==> config.mk <==
export PLATFORM = sky130hd
export DESIGN_NAME = mips_write_monitor
export DESIGN_NICKNAME = d
export VERILOG_FILES = /design/src/rtl/mips_write_monitor.sv
export SDC_FILE = /design/constraint.sdc
export NUM_CORES = 1
export LEC_CHECK = 0
export CORE_ASPECT_RATIO = 0.5
export CORE_UTILIZATION = 55
export CTS_CLUSTER_DIAMETER = 40
export DETAILED_ROUTE_END_ITERATION = 8
export PLACE_DENSITY = 0.8
export SYNTH_ARGS = -nofsm -noshare
export SYNTH_HDL_FRONTEND = slang
export SYNTH_SLANG_ARGS = --single-unit
==> constraint.sdc <==
create_clock -name clk -period 15.7 [get_ports clk]
set_input_delay 3.14 -clock clk [delete_from_list [all_inputs] [get_ports clk]]
set_output_delay 3.14 -clock clk [all_outputs]
set_load 0.01 [all_outputs]
==> src/rtl/mips_write_monitor.sv <==
// mips_write_monitor: self-checking monitor for the MIPS data-memory write port.
// Each observed write is compared against an ordered FIFO of expected
// (address, data, last) entries, and the block reports pass, mismatch,
// unexpected write or watchdog timeout through registered status outputs.
// Writes inside [IGN_BASE, IGN_BASE + 4*IGN_WORDS) are ignored.
// Optional feature macro: WMON_WATCHDOG_EN builds the no-match watchdog
// (fail_code 3); without it RUN waits indefinitely.
module mips_write_monitor #(
  parameter int AW        = 32,
  parameter int DW        = 32,
  parameter int DEPTH     = 8,
  parameter int IGN_BASE  = 80,
  parameter int IGN_WORDS = 1,
  parameter int TIMEOUT   = 4096
) (
  input  logic          clk,
  input  logic          reset,
  input  logic          clear,
  input  logic          start,
  input  logic          exp_valid,
  output logic          exp_ready,
  input  logic [AW-1:0] exp_addr,
  input  logic [DW-1:0] exp_data,
  input  logic          exp_last,
  input  logic          memwrite,
  input  logic [AW-1:0] dataadr,
  input  logic [DW-1:0] writedata,
  output logic          busy,
  output logic          done,
  output logic          pass,
  output logic [1:0]    fail_code,
  output logic [15:0]   match_cnt,
  output logic [AW-1:0] fail_addr,
  output logic [DW-1:0] fail_data
);

  localparam int PW = $clog2(DEPTH);
  localparam logic [AW:0] IGN_LO = (AW+1)'(IGN_BASE);
  localparam logic [AW:0] IGN_HI = (AW+1)'(IGN_BASE + 4 * IGN_WORDS);

  // Elaboration-time parameter sanity checks.
  if (DEPTH < 2 || (DEPTH & (DEPTH - 1)) != 0) begin : g_bad_depth
    $error("DEPTH must be a power of two and at least 2");
  end
  if (TIMEOUT < 2) begin : g_bad_timeout
    $error("TIMEOUT must be at least 2");
  end

  typedef enum logic [1:0] {S_IDLE, S_RUN, S_PASS, S_FAIL} state_t;

  state_t          state, state_next;
  logic [AW-1:0]   q_addr [DEPTH];
  logic [DW-1:0]   q_data [DEPTH];
  logic            q_last [DEPTH];
  logic [PW-1:0]   wr_ptr, rd_ptr;
  logic [PW:0]     count;
  logic            push, pop, in_window, head_match, wdog_expired;
  logic [1:0]      fail_code_next;
  logic [15:0]     match_cnt_next;
  logic [AW-1:0]   fail_addr_next;
  logic [DW-1:0]   fail_data_next;

  assign exp_ready  = (count < (PW+1)'(DEPTH)) && (state == S_IDLE || state == S_RUN);
  assign push       = exp_valid && exp_ready && !clear;
  assign in_window  = ({1'b0, dataadr} >= IGN_LO) && ({1'b0, dataadr} < IGN_HI);
  assign head_match = (dataadr == q_addr[rd_ptr]) && (writedata == q_data[rd_ptr]);

  assign busy = (state == S_RUN);
  assign done = (state == S_PASS) || (state == S_FAIL);
  assign pass = (state == S_PASS);

`ifdef WMON_WATCHDOG_EN
  localparam int WW = $clog2(TIMEOUT);
  logic [WW-1:0] wdog;

  // Watchdog: counts RUN cycles since start or since the last match.
  always_ff @(posedge clk or negedge reset) begin
    if (!reset)                            wdog <= '0;
    else if (clear || pop || state != S_RUN) wdog <= '0;
    else                                   wdog <= wdog + WW'(1);
  end

  assign wdog_expired = (state == S_RUN) && (wdog == WW'(TIMEOUT - 1));
`else
  assign wdog_expired = 1'b0;
`endif

  // Next-state and status decision for the current cycle.
  always_comb begin
    // NOTE: every output of this block gets a default first, so no path can infer a latch.
    state_next     = state;
    fail_code_next = fail_code;
    match_cnt_next = match_cnt;
    fail_addr_next = fail_addr;
    fail_data_next = fail_data;
    pop            = 1'b0;
    if (clear) begin
      state_next     = S_IDLE;
      fail_code_next = 2'd0;
      match_cnt_next = '0;
      fail_addr_next = '0;
      fail_data_next = '0;
    end else begin
      case (state)
        S_IDLE: begin
          if (start) begin
            state_next     = S_RUN;
            match_cnt_next = '0;
          end
        end
        S_RUN: begin
          if (memwrite && !in_window) begin
            if (count == '0) begin
              state_next     = S_FAIL;
              fail_code_next = 2'd2;
              fail_addr_next = dataadr;
              fail_data_next = writedata;
            end else if (head_match) begin
              pop = 1'b1;
              if (match_cnt != 16'hFFFF) match_cnt_next = match_cnt + 16'd1;
              if (q_last[rd_ptr]) state_next = S_PASS;
            end else begin
              state_next     = S_FAIL;
              fail_code_next = 2'd1;
              fail_addr_next = dataadr;
              fail_data_next = writedata;
            end
          end else if (wdog_expired) begin
            state_next     = S_FAIL;
            fail_code_next = 2'd3;
          end
        end
        default: ;
      endcase
    end
  end

  // State and status registers.
  always_ff @(posedge clk or negedge reset) begin
    // NOTE: sequential state uses non-blocking assignments so all registers update together.
    if (!reset) begin
      state     <= S_IDLE;
      fail_code <= 2'd0;
      match_cnt <= '0;
      fail_addr <= '0;
      fail_data <= '0;
    end else begin
      state     <= state_next;
      fail_code <= fail_code_next;
      match_cnt <= match_cnt_next;
      fail_addr <= fail_addr_next;
      fail_data <= fail_data_next;
    end
  end

  // FIFO pointers and occupancy; clear flushes the queue.
  always_ff @(posedge clk or negedge reset) begin
    if (!reset) begin
      wr_ptr <= '0;
      rd_ptr <= '0;
      count  <= '0;
    end else if (clear) begin
      wr_ptr <= '0;
      rd_ptr <= '0;
      count  <= '0;
    end else begin
      if (push) wr_ptr <= wr_ptr + PW'(1);
      if (pop)  rd_ptr <= rd_ptr + PW'(1);
      if (push && !pop)      count <= count + (PW+1)'(1);
      else if (pop && !push) count <= count - (PW+1)'(1);
    end
  end

  // FIFO storage.
  always_ff @(posedge clk) begin
    // NOTE: storage is not reset; entries are only read when count says they are valid.
    if (push) begin
      q_addr[wr_ptr] <= exp_addr;
      q_data[wr_ptr] <= exp_data;
      q_last[wr_ptr] <= exp_last;
    end
  end

endmodule

Word level (Yosys, flattened, before mapping):

Memories as Yosys holds them, arrays and structs flattened.
Cells that the tools add are included.

* memory bits (writable): 520
* bits in registers: 94
* output and inout bits: 86
* memories: 3
* word-level logic and storage cells: 100
* input port bits: 135

Memories
* q_addr: depth 8, width 32, read ports 1, clocked after Yosys merged registers in 0, write ports 1, line 52 `logic [AW-1:0] q_addr [DEPTH];`
* q_data: depth 8, width 32, read ports 1, clocked after Yosys merged registers in 0, write ports 1, line 53 `logic [DW-1:0] q_data [DEPTH];`
* q_last: depth 8, width 1, read ports 1, clocked after Yosys merged registers in 0, write ports 1, line 54 `logic q_last [DEPTH];`

* add/subtract/negate cells: 5
* magnitude comparators: 3
* muxes and demuxes: 43
* equal/unequal tests: 13
* reduce and logical (&&, ||, !) cells: 25

Operators by type and width (count)
* 32-bit two-way mux: 10
* 16-bit two-way mux: 6
* 32-bit equality test: 2
* 32-bit by 7-bit >= comparator with 1-bit output (second input constant): 1
* 32-bit by 7-bit less-than comparator with 1-bit output (second input constant): 1
* 16-bit case mux with 2 select lines: 1
* 2-bit two-way mux: 11
* 16-bit by 1-bit adder with 16-bit output (second input constant): 1
* 16-bit inequality test (second input constant): 1
* 3-bit two-way mux: 4
* 4-bit two-way mux: 3
* 3-bit by 2-bit inequality test with 1-bit output (second input constant): 4
* 1-bit logical AND: 8
* 2-bit nonzero test: 4
* 1-bit two-way mux: 7
* 3-bit by 1-bit adder with 3-bit output (second input constant): 2
* 3-bit inequality test (second input constant): 2
* 6-bit AND reduction: 1
* 3-bit nonzero test: 2
* 5-bit by 3-bit inequality test with 1-bit output (second input constant): 1
* 4-bit by 1-bit adder with 4-bit output (second input constant): 1
* 2-bit equality test (second input constant): 2
* 1-bit zero test: 4
* 4-bit zero test: 1
* other kinds (8): 9

Depth between registers and ports, before layout:

Gate-level depths: netlist of the first run.
An unclocked memory read counts as a cell.

* word-level depth: 12
* depth in mapped cells: 19
* mapped depth without buffers: 14

Worst setup path before layout of the first run:

No wires, ideal clock.

* path kind: input to register
* from: input clear
* to: memory q_addr[0][0], enable pin
* path slack: 6.820 ns
* stages: 4
* library setup time: 0.568 ns
* data arrival time: 8.312 ns
* cell sequence: clkbuf_1 clkbuf_1 or3_1 nor3_1

* longest elaborated chain between the ends: 4

Ends and longest elaborated chain
* start: declaration: line 18 `input logic clear,`
* 1-bit zero test: line 64 `assign push = exp_valid && exp_ready && !clear;`
* 1-bit logical AND: line 64
* 1-bit two-way mux: line 177 `if (push) begin`
* 1-bit two-way mux (implied by the code): line 178 `q_addr[wr_ptr] <= exp_addr;`
* end: declaration: line 52

Every way passes these cells.

Final worst setup path of the first run:

* from: register rd_ptr[0]
* to: register count[1]

* longest elaborated chain between the ends: 12
* elaborated cells on any way between the ends: 16

Ends and longest elaborated chain
* start: declaration: line 55 `logic [PW-1:0] wr_ptr, rd_ptr;`
* start signal: assignment: line 168 `if (pop) rd_ptr <= rd_ptr + PW'(1);`
* memory 8 x 32 bit, on equally long branches
* 32-bit equality test: line 66 `assign head_match = (dataadr == q_addr[rd_ptr]) && (writedata == q_data[rd_ptr]);`
* 1-bit logical AND (*): line 66
* 1-bit two-way mux (*): line 118 `end else if (head_match) begin`
* 1-bit two-way mux (*): line 113 `if (count == '0) begin`
* 1-bit two-way mux (*): line 112 `if (memwrite && !in_window) begin`
* 1-bit two-way mux (*): line 104 `case (state)`
* 1-bit two-way mux (*): line 97 `if (clear) begin`
* 1-bit zero test: line 169 `if (push && !pop) count <= count + (PW+1)'(1);`
* 1-bit logical AND: line 169
* 4-bit two-way mux: line 169
* 4-bit two-way mux: line 162 `end else if (clear) begin`
* end signal: assignment: line 169
* end signal: assignment: line 170 `else if (pop && !push) count <= count - (PW+1)'(1);`
* end: declaration: line 56 `logic [PW:0] count;`

Every way passes the cells marked *; elsewhere a longest branch is shown, timed or not.
A chain may end at the register's enable or synchronous reset.

==> impl_metrics.toml, run 1 <==
[outcome]
status = "completed"

[critical_path]
crit-reg2reg-launch = "rd_ptr[0]"
cp_data_arrival_time_ns = 7.27
slowest_delay_ns = 0.87
cp-start-kind = "flip-flop"
path_cells = "buf_4, buf_4, and2_1, a22oi_1, a21oi_1, o22a_1, and4_1, nand4_4, nor3_4, nand2b_1, inv_1, fa_1, nor2_1, nand2_1, mux2i_1, a311o_1"
r2r_end = "count[1]"
slowest_stage = "dfrtp_4"
rr_worst_depth = 16
r2r_slack_ns = 8.90
crit_path_start = "rd_ptr[0]"
crit_top_cell = "buf_4"
cp-end-kind = "flip-flop"
crit_cells = 16
path_delay_family = "simple AND/OR/NAND/NOR gates"
critPathRequiredTime_ns = 16.17
path_max_fanout = 55
path_class = "reg -> reg"
cp.buffers_inverters = 3

[yosys]
synth_common_cells = "edfxtp_1 (520), mux2i_1 (233), nor2_1 (100), dfrtp_1 (94), mux4_2 (66)"
async_reset_ff_share_pct = 15.3
synth_nets = 1561
synth.most_common_cell = "edfxtp_1"
synth_area_per_cell_um2 = 17.7
synth_top_cell_area_share_pct = 62.2
synthesis.area_um2 = 25100
synth-edff-count = 520
seq_area_frac_synth_pct = 71.6
ys_ff_latch = 614
synth_flop_cell = "edfxtp_1"
yosysTopAreaCell = "edfxtp_1"
synth_warnings = 0
synthCells = 1420
synthDistinctLibCells = 58
ys_top_cells_by_area = "edfxtp_1 (62%), dfrtp_1 (9.4%), mux2i_1 (9.3%)"

[global_route]
grt_max_degree = 90
track_usage_pct = 25.5
grt_overflow = 0
antenna_found_initial = 4
grt_pass1_wl_um = 88700
first_global_vias = 14326

[die]
core-area_um2 = 44300
fp.dieH_um = 153
start_util_pct = 56.7
rows = 54
die_w_um = 304
pin_count = 221
dieArea_um2 = 46500

[final_layout]
fin_util_pct = 66.4
drive_gt1_share_pct = 11.5
final_nets = 1789
area_growth_pct = 17.1
stdcell_area_um2 = 29400
n_fill_cell = 2826

[clock_tree]
holdBufCountCts = 0
cts_resized = 0
cts_max_path_buffers = 3
clk_latency_ns = 0.61
htreeDepth = 2
cts_num_sinks = 614
cts.clk_slew.worst_paths_ns = 0.07
cts_tree = "done"
cts_made_buffers = 53
cts-root-buf = "clkbuf_16"
post_cts_buffers = 0

[sta]
fmax_mhz = 147
final_hold_viol_count = 0
slew_headroom_pct = 26.6
setup_viol_count_final = 0
post-route-min-period_ns = 6.80
tightest_slew_ns = 1.10
fin_crit_sh_pct = 43.3
fin_setup_tns_ns = 0
rsz0062_at_grt = "no"
clock-skew-final_ns = 0.0283
finalMaxSlewViolations = 0

[placement]
gp_congestion = 0.818
portBuffers = 220
placed_area_um2 = 27700
post-dp-hpwl_um = 36300

[min_path]
hold-path-cell-count = 2
worstHoldStart = "fail_addr[5]"
min_to = "fail_addr[5]"
min_path_type = "reg -> reg"

[power_and_ir_drop]
clkPwrFrac_pct = 38.3
p_total_mw = 3.31
peakVddDrop_mv = 0.0859
p_leak_nw = 10.1
p_switching_mw = 0.739
cellPowerDensity_nw_per_um2 = 113
pwr-share-comb_pct = 6.7
p_sw_share_pct = 22.3
pwr-share-seq_pct = 54.9
internal-power_mw = 2.57

[route]
vias_per_cell = 6.15
wirelength_um = 59400
route.detailed.drc = 0
vias = 14036
ant_nets = 0
wire_per_inst_um = 26.0
firstDrtPassIters = 7
drtIter0Drc = 1546

[run]
cap_viol_max_count = 0
==> layout make-up <==
type | instances | area, um2 | area share (%)
Tap cell | 588 | 736 | 2.50
Clock inverter | 35 | 240 | 0.817
Inverter | 13 | 48.8 | 0.166
Antenna cell | 4 | 10.0 | 0.0340
Clock buffer | 64 | 1430 | 4.86
Timing Repair Buffer | 241 | 2350 | 8.01
Multi-Input combinational cell | 725 | 6600 | 22.5
Sequential cell | 614 | 18000 | 61.1
==> layout by cell type (no fill, tap or decap), drive strengths merged, types with 9 or more instances in the layout <==
cell type and n:
edfxtp 520, mux2i 233, clkdlybuf4s50 218, nor2 101, dfrtp 94, mux4 66
a22oi 65, clkbuf 64, a21oi 43, and3 35, xor2 34, clkinv 28
buf 23, nand2 20, nand4 17, inv 17, nor4 11, o22ai 9
nand2b 9
==> per-layer routing <==
layer	GRT usage [%]	routed length, um	part of all wire [%]
met1	33.9	23900	40
met2	42.5	29400	50
met3	4.95	4340	7.3
met4	9.11	1800	3.0
met5	0	10	0.017
==> stage by stage <==
step	cells	worst slack, ns	hold WS (ns)
4_1_cts	2280	8.92	0.531
3_5_place_dp	2181	8.74	0.514
2_1_floorplan	1420	6.82	0.527
6_report	2284	8.90	0.531
3_3_place_gp	2181	8.88	0.504
5_1_grt	2283	8.54	0.549
==> logic make-up (layout without fill, tap and decap cells) <==
kind of cell             Yosys count  in the layout  share of synthesized area (%)
flip-flops                       614            614                           71.6
multiplexers                     299            299                           15.2
AND/OR/NAND/NOR                  228            228                           4.89
AO/OA/AOI/OAI                    152            152                           4.18
buffers and inverters             81            353                           2.36
XOR/XNOR                          40             40                           1.45
adder cells (fa/ha/maj)            6              6                          0.329
other                              0              4                              0
==> state kept, by name, summed over array words and instances (netlist names) <==
signal     count
count          4
fail_addr     32
rd_ptr         3
fail_data     32
q_last         8
q_addr       256
match_cnt     16
wr_ptr         3
state          2
q_data       256
fail_code      2
==> how the worst max path moves through the flow <==
stage	end	slack [ns]
after floorplan	q_addr[0][0]	6.82
after global placement	count[1]	8.88
after global routing	count[1]	8.54
final	count[1]	8.90
after CTS	count[1]	8.92
after detailed placement	count[1]	8.74
==> worst register-to-register path, cell delays in order, from the launching register on <==
cell	delay, ns
dfrtp_4	0.87
buf_4	0.87
buf_4	0.76
and2_1	0.81
a22oi_1	0.29
a21oi_1	0.25
o22a_1	0.28
and4_1	0.29
nand4_4	0.25
nor3_4	0.62
nand2b_1	0.25
inv_1	0.08
fa_1	0.49
nor2_1	0.06
nand2_1	0.12
mux2i_1	0.07
a311o_1	0.34
==> power groups by stage <==
stage / clock network, mW / logic, mW / registers (mW)
6_report: 1.27 / 0.223 / 1.82
5_1_grt: 1.34 / 0.238 / 1.82
4_1_cts: 1.28 / 0.222 / 1.82
3_5_place_dp: 0 / 0.221 / 1.85
3_3_place_gp: 0 / 0.213 / 1.85
2_1_floorplan: 0 / 0.0985 / 1.86
Power figures use the tool's default switching activity.
==> inputs of run 2 (changes only) <==
--- a/config.mk
+++ b/config.mk
@@ -6,10 +6,10 @@
 export NUM_CORES = 1
 export LEC_CHECK = 0
 export CORE_ASPECT_RATIO = 0.5
-export CORE_UTILIZATION = 55
+export CORE_UTILIZATION = 52
 export CTS_CLUSTER_DIAMETER = 40
 export DETAILED_ROUTE_END_ITERATION = 8
-export PLACE_DENSITY = 0.8
+export PLACE_DENSITY = 0.79
 export SYNTH_ARGS = -nofsm -noshare
 export SYNTH_HDL_FRONTEND = slang
 export SYNTH_SLANG_ARGS = --single-unit
==> constraint.sdc (replaced) <==
create_clock -name clk -period 5.7 [get_ports clk]
set_input_delay 1.14 -clock clk [delete_from_list [all_inputs] [get_ports clk]]
set_output_delay 1.14 -clock clk [all_outputs]
set_load 0.01 [all_outputs]
==> run 2 against run 1 <==
Non-clock buffer count increased by 17; die area increased by 5.7%; sequential cell count unchanged; critical path depth decreased by 2; clock skew decreased by 0.0019 ns; first-iteration DRC count increased by 1.2%; largest cell class unchanged; highest routed layer unchanged.
==> impl_metrics.toml, run 2 (same netlist as run 1, synthesis figures left out) <==
[outcome]
status = "completed"

[die]
dieArea_um2 = 49200
start_util_pct = 53.2
fp.dieH_um = 157
pin_count = 221
core-area_um2 = 47200
die_w_um = 313
rows = 56

[global_route]
first_global_vias = 13801
grt_max_degree = 90
grt_pass1_wl_um = 86800
track_usage_pct = 23.9
antenna_found_initial = 3
grt_overflow = 0

[final_layout]
layout_common_cells = "edfxtp_1 (520), mux2i_1 (233), clkdlybuf4s50_1 (218), nor2_1 (94), dfrtp_1 (91)"
layout_commonest_cell = "edfxtp_1"
final_nets = 1807
reg_top3 = "q_addr (256), q_data (256)"
n_fill_cell = 3233
drive_gt1_share_pct = 11.7
stdcell_area_um2 = 29800
area_growth_pct = 18.5

[clock_tree]
cts_num_sinks = 614
cts_tree = "done"
cts_max_path_buffers = 3
cts_made_buffers = 54
cts-root-buf = "clkbuf_16"
cts_resized = 0
cts.clk_slew.worst_paths_ns = 0.06
post_cts_buffers = 0
htreeDepth = 2
clk_latency_ns = 0.59
holdBufCountCts = 0

[power_and_ir_drop]
p_leak_nw = 10.2
cellPowerDensity_nw_per_um2 = 311
peakVddDrop_mv = 0.210

[placement]
placed_area_um2 = 28000
gp_congestion = 0.837
portBuffers = 220
post-dp-hpwl_um = 36800

[sta]
post-route-min-period_ns = 4.99
fin_crit_sh_pct = 87.6
fmax_mhz = 200
rsz0062_at_grt = "no"
fin_setup_tns_ns = 0
slew_headroom_pct = 25.6
clock-skew-final_ns = 0.0264
finalMaxSlewViolations = 0
setup_viol_count_final = 0
final_hold_viol_count = 0
tightest_slew_ns = 1.12

[critical_path]
path_max_fanout = 30
cp_data_arrival_time_ns = 5.50
r2r_slack_ns = 0.71
rr_worst_depth = 14
cp-end-kind = "flip-flop"
crit-reg2reg-launch = "rd_ptr[1]"
path_class = "reg -> reg"
critPathRequiredTime_ns = 6.21
r2r_end = "count[2]"
cp-start-kind = "flip-flop"

[route]
route.detailed.drc = 0
wire_per_inst_um = 25.0
vias = 13866
vias_per_cell = 5.90
wirelength_um = 58700
drtIter0Drc = 1564
ant_nets = 0
firstDrtPassIters = 5

[min_path]
min_to = "fail_addr[21]"
hold-path-cell-count = 2
worstHoldStart = "fail_addr[21]"
min_path_type = "reg -> reg"

[run]
cap_viol_max_count = 0
[run 2: cell types whose count changed in the layout (fill, tap and decap cells not counted), sizes merged]
cell	delta
bufinv	+4
clkinv	-17
clkinvlp	-2
buf	+17
clkbuf	+17
diode	-3
[run 2: metal layers]
layer | GRT usage [%] | wire, um | vias up
met5 | 0 | 13 | -
met4 | 7.76 | 1600 | 2
met3 | 4.56 | 4550 | 100
met2 | 39.8 | 29100 | 593
met1 | 31.9 | 23500 | 7049
li1 | - | - | 6122
[run 2: worst max-delay path by stage]
stage	startpoint	depth (start not counted)	slack, ns	to
4_1_cts	rd_ptr[1]	14	0.72	count[2]
2_1_floorplan	clear	4	0.56	q_addr[6][0]
3_3_place_gp	rd_ptr[1]	15	0.86	count[1]
3_5_place_dp	rd_ptr[1]	15	0.76	count[1]
6_report	rd_ptr[1]	14	0.71	count[2]
5_1_grt	rd_ptr[1]	14	0.53	count[2]
[run 2: report_power, final]
group          switching, mW  internal, mW  leakage, nW
clock network           1.57          2.06        0.848
registers             0.0423          4.97         5.97
logic                  0.345         0.268         3.38
[run 2: critical path: stages (launching register included)]
cell	delay [ns]
dfrtp_4	0.78
buf_4	0.41
mux4_2	0.35
mux2i_1	0.31
xor2_1	0.57
nand4_1	0.19
nor2_1	0.40
nand4_4	0.30
nor3_4	0.27
nand2b_1	0.17
inv_1	0.07
fa_1	0.37
xor2_1	0.18
or4_1	0.41
nand4_1	0.11
[run 2: through the flow]
stage	cells	hold WS [ns]	total power [mW]	setup WS [ns]	util (%)
after floorplan	1420	0.527	5.39	0.565	-
after global placement	2248	0.503	5.70	0.865	59.3
after detailed placement	2248	0.512	5.72	0.760	59.3
after CTS	2349	0.527	9.32	0.723	63.0
after global routing	2350	0.546	9.54	0.527	63.0
final	2350	0.524	9.26	0.706	63.0
[run 2: layout make-up]
cell class	count	area [um2]	share of cell area, %
antenna	1	2.50	0.00841
clock buffer	81	1500	5.05
clock inverter	20	248	0.833
inverter	13	48.8	0.164
multi-input combinational	725	6610	22.2
sequential	614	18000	60.4
tap	638	798	2.68
timing repair buffer	258	2570	8.64
==> inputs of run 3 (changes only) <==
--- a/config.mk
+++ b/config.mk
@@ -9,7 +9,7 @@
 export CORE_UTILIZATION = 52
 export CTS_CLUSTER_DIAMETER = 40
 export DETAILED_ROUTE_END_ITERATION = 8
-export PLACE_DENSITY = 0.79
+export PLACE_DENSITY = 0.76
 export SYNTH_ARGS = -nofsm -noshare
 export SYNTH_HDL_FRONTEND = slang
 export SYNTH_SLANG_ARGS = --single-unit
==> run 3 against run 2 <==
Core utilization rose by 0.17 points; register-to-register slack improved by 0.21 ns; worst setup slack improved by 0.21 ns; largest power group unchanged; critical path type unchanged; first-iteration DRC count rose by 5.4%; combinational power rose by 2%; non-clock buffer count fell by 2; fmax rose by 4.3%; clock skew fell by 0.0057 ns; wire length rose by 1.5%; sequential power barely moved; worst hold slack improved by 0.0034 ns; sequential share of layout area fell by 0.16 points.
==> impl_metrics.toml, run 3 (same netlist as run 1, synthesis figures left out) <==
[final_layout]
layout_commonest_cell = "edfxtp_1"
fin_cells = 2348
stdcell_area_um2 = 29800
area_growth_pct = 18.9
final_nets = 1805
n_fill_cell = 3241
layout_common_cells = "edfxtp_1 (520), mux2i_1 (233), clkdlybuf4s50_1 (218), nor2_1 (94), dfrtp_1 (91)"
drive_gt1_share_pct = 12.4
fin_util_pct = 63.2
reg_top3 = "q_addr (256), q_data (256)"

[power_and_ir_drop]
p_leak_nw = 10.2
p_switching_mw = 2.02
clkPwrFrac_pct = 39.2
p_sw_share_pct = 21.8
peakVddDrop_mv = 0.223
cellPowerDensity_nw_per_um2 = 311
p_total_mw = 9.27
pwr-share-comb_pct = 6.8
internal-power_mw = 7.25
pwr-share-seq_pct = 54.0

[critical_path]
path_max_fanout = 43
crit_path_start = "rd_ptr[1]"
cp-start-kind = "flip-flop"
path_cells = "buf_4, mux4_2, mux2i_1, xor2_1, nand4_1, nor2_1, nand4_4, nor3_4, nand2b_1, inv_1, fa_1, nor2_1, nand2_1, mux2i_1, a311o_1"
crit-reg2reg-launch = "rd_ptr[1]"
slowest_stage = "dfrtp_4"
cp_data_arrival_time_ns = 5.25
cp-end-kind = "flip-flop"
critPathRequiredTime_ns = 6.16
path_class = "reg -> reg"
slowest_delay_ns = 0.93

[clock_tree]
clk_latency_ns = 0.58
cts_made_buffers = 54
cts_resized = 0
htreeDepth = 2
post_cts_buffers = 0
cts.clk_slew.worst_paths_ns = 0.07
cts_max_path_buffers = 3
cts_tree = "done"
cts-root-buf = "clkbuf_16"
cts_num_sinks = 614
holdBufCountCts = 0

[global_route]
first_global_vias = 14205
grt_max_degree = 90
track_usage_pct = 24.0
grt_overflow = 0
antenna_found_initial = 1
grt_pass1_wl_um = 87700

[min_path]
worstHoldStart = "match_cnt[8]"
min_path_type = "reg -> reg"

[placement]
placed_cells = 2246
post-dp-hpwl_um = 36600
portBuffers = 220
gp_congestion = 0.841
place_ws_ns = 0.609
placed_area_um2 = 28100

[die]
start_util_pct = 53.2
fp.dieH_um = 157
die_w_um = 313
dieArea_um2 = 49200
rows = 56
core-area_um2 = 47200
pin_count = 221

[route]
firstDrtPassIters = 5
wirelength_um = 59600
drtIter0Drc = 1648
ant_nets = 0
vias = 14019
wire_per_inst_um = 25.4
route.detailed.drc = 0
vias_per_cell = 5.97

[outcome]
status = "completed"

[run]
cap_viol_max_count = 0

[sta]
finalMaxSlewViolations = 0
fin_crit_sh_pct = 84.0
holdWs_ns = 0.527
setup_slack_ns = 0.913
fmax_mhz = 209
rsz0062_at_grt = "no"
tightest_slew_ns = 1.04
slew_headroom_pct = 30.6
final_hold_viol_count = 0
setup_viol_count_final = 0
clock-skew-final_ns = 0.0206
post-route-min-period_ns = 4.79
fin_setup_tns_ns = 0
==> run 3: worst max-delay path: cells and delay by family, from the launching register on <==
family / cells / cell delay (ns)
XOR/XNOR: 1 / 0.28
flip-flops: 1 / 0.93
multiplexers: 3 / 0.92
AND/OR/NAND/NOR: 7 / 1.26
buffers and inverters: 2 / 0.39
adder cells (fa/ha/maj): 1 / 0.49
AO/OA/AOI/OAI: 1 / 0.33
==> run 3: power groups by stage <==
stage / clock network [mW] / logic (mW) / registers (mW)
after detailed placement: 0 / 0.624 / 5.11
after CTS: 3.69 / 0.629 / 5.01
after global placement: 0 / 0.601 / 5.10
after floorplan: 0 / 0.272 / 5.11
after global routing: 3.85 / 0.668 / 5.02
final: 3.63 / 0.628 / 5.01
==> run 3: area by class of cell <==
type,instances,area (um2),area share [%]
tap,638,798,2.68
inverter,13,48.8,0.164
multi-input combinational,725,6610,22.2
clock buffer,68,1460,4.88
antenna,1,2.50,0.00839
sequential,614,18000,60.3
timing repair buffer,256,2640,8.86
clock inverter,33,302,1.01
==> run 3: worst paths after layout <==
path / end / slack, ns / depth (start not counted)
worst max-delay path: count[1] / 0.91 / 15
worst min-delay path: match_cnt[8] / 0.53 / 1
worst max register to register: count[1] / 0.91 / 15
worst min register to register: match_cnt[8] / 0.53 / 1
max in group asynchronous: rd_ptr[1] / 3.91 / 2
min in group asynchronous: match_cnt[11] / 0.64 / 1
==> run 3: metal layers <==
layer	wire, um	part of all wire [%]	up-vias	track usage (%)
li1	-	-	6122	-
met1	24700	41	7227	32.5
met2	29500	50	569	40.6
met3	4000	6.7	101	4.24
met4	1370	2.3	0	6.55
met5	0	0	-	0
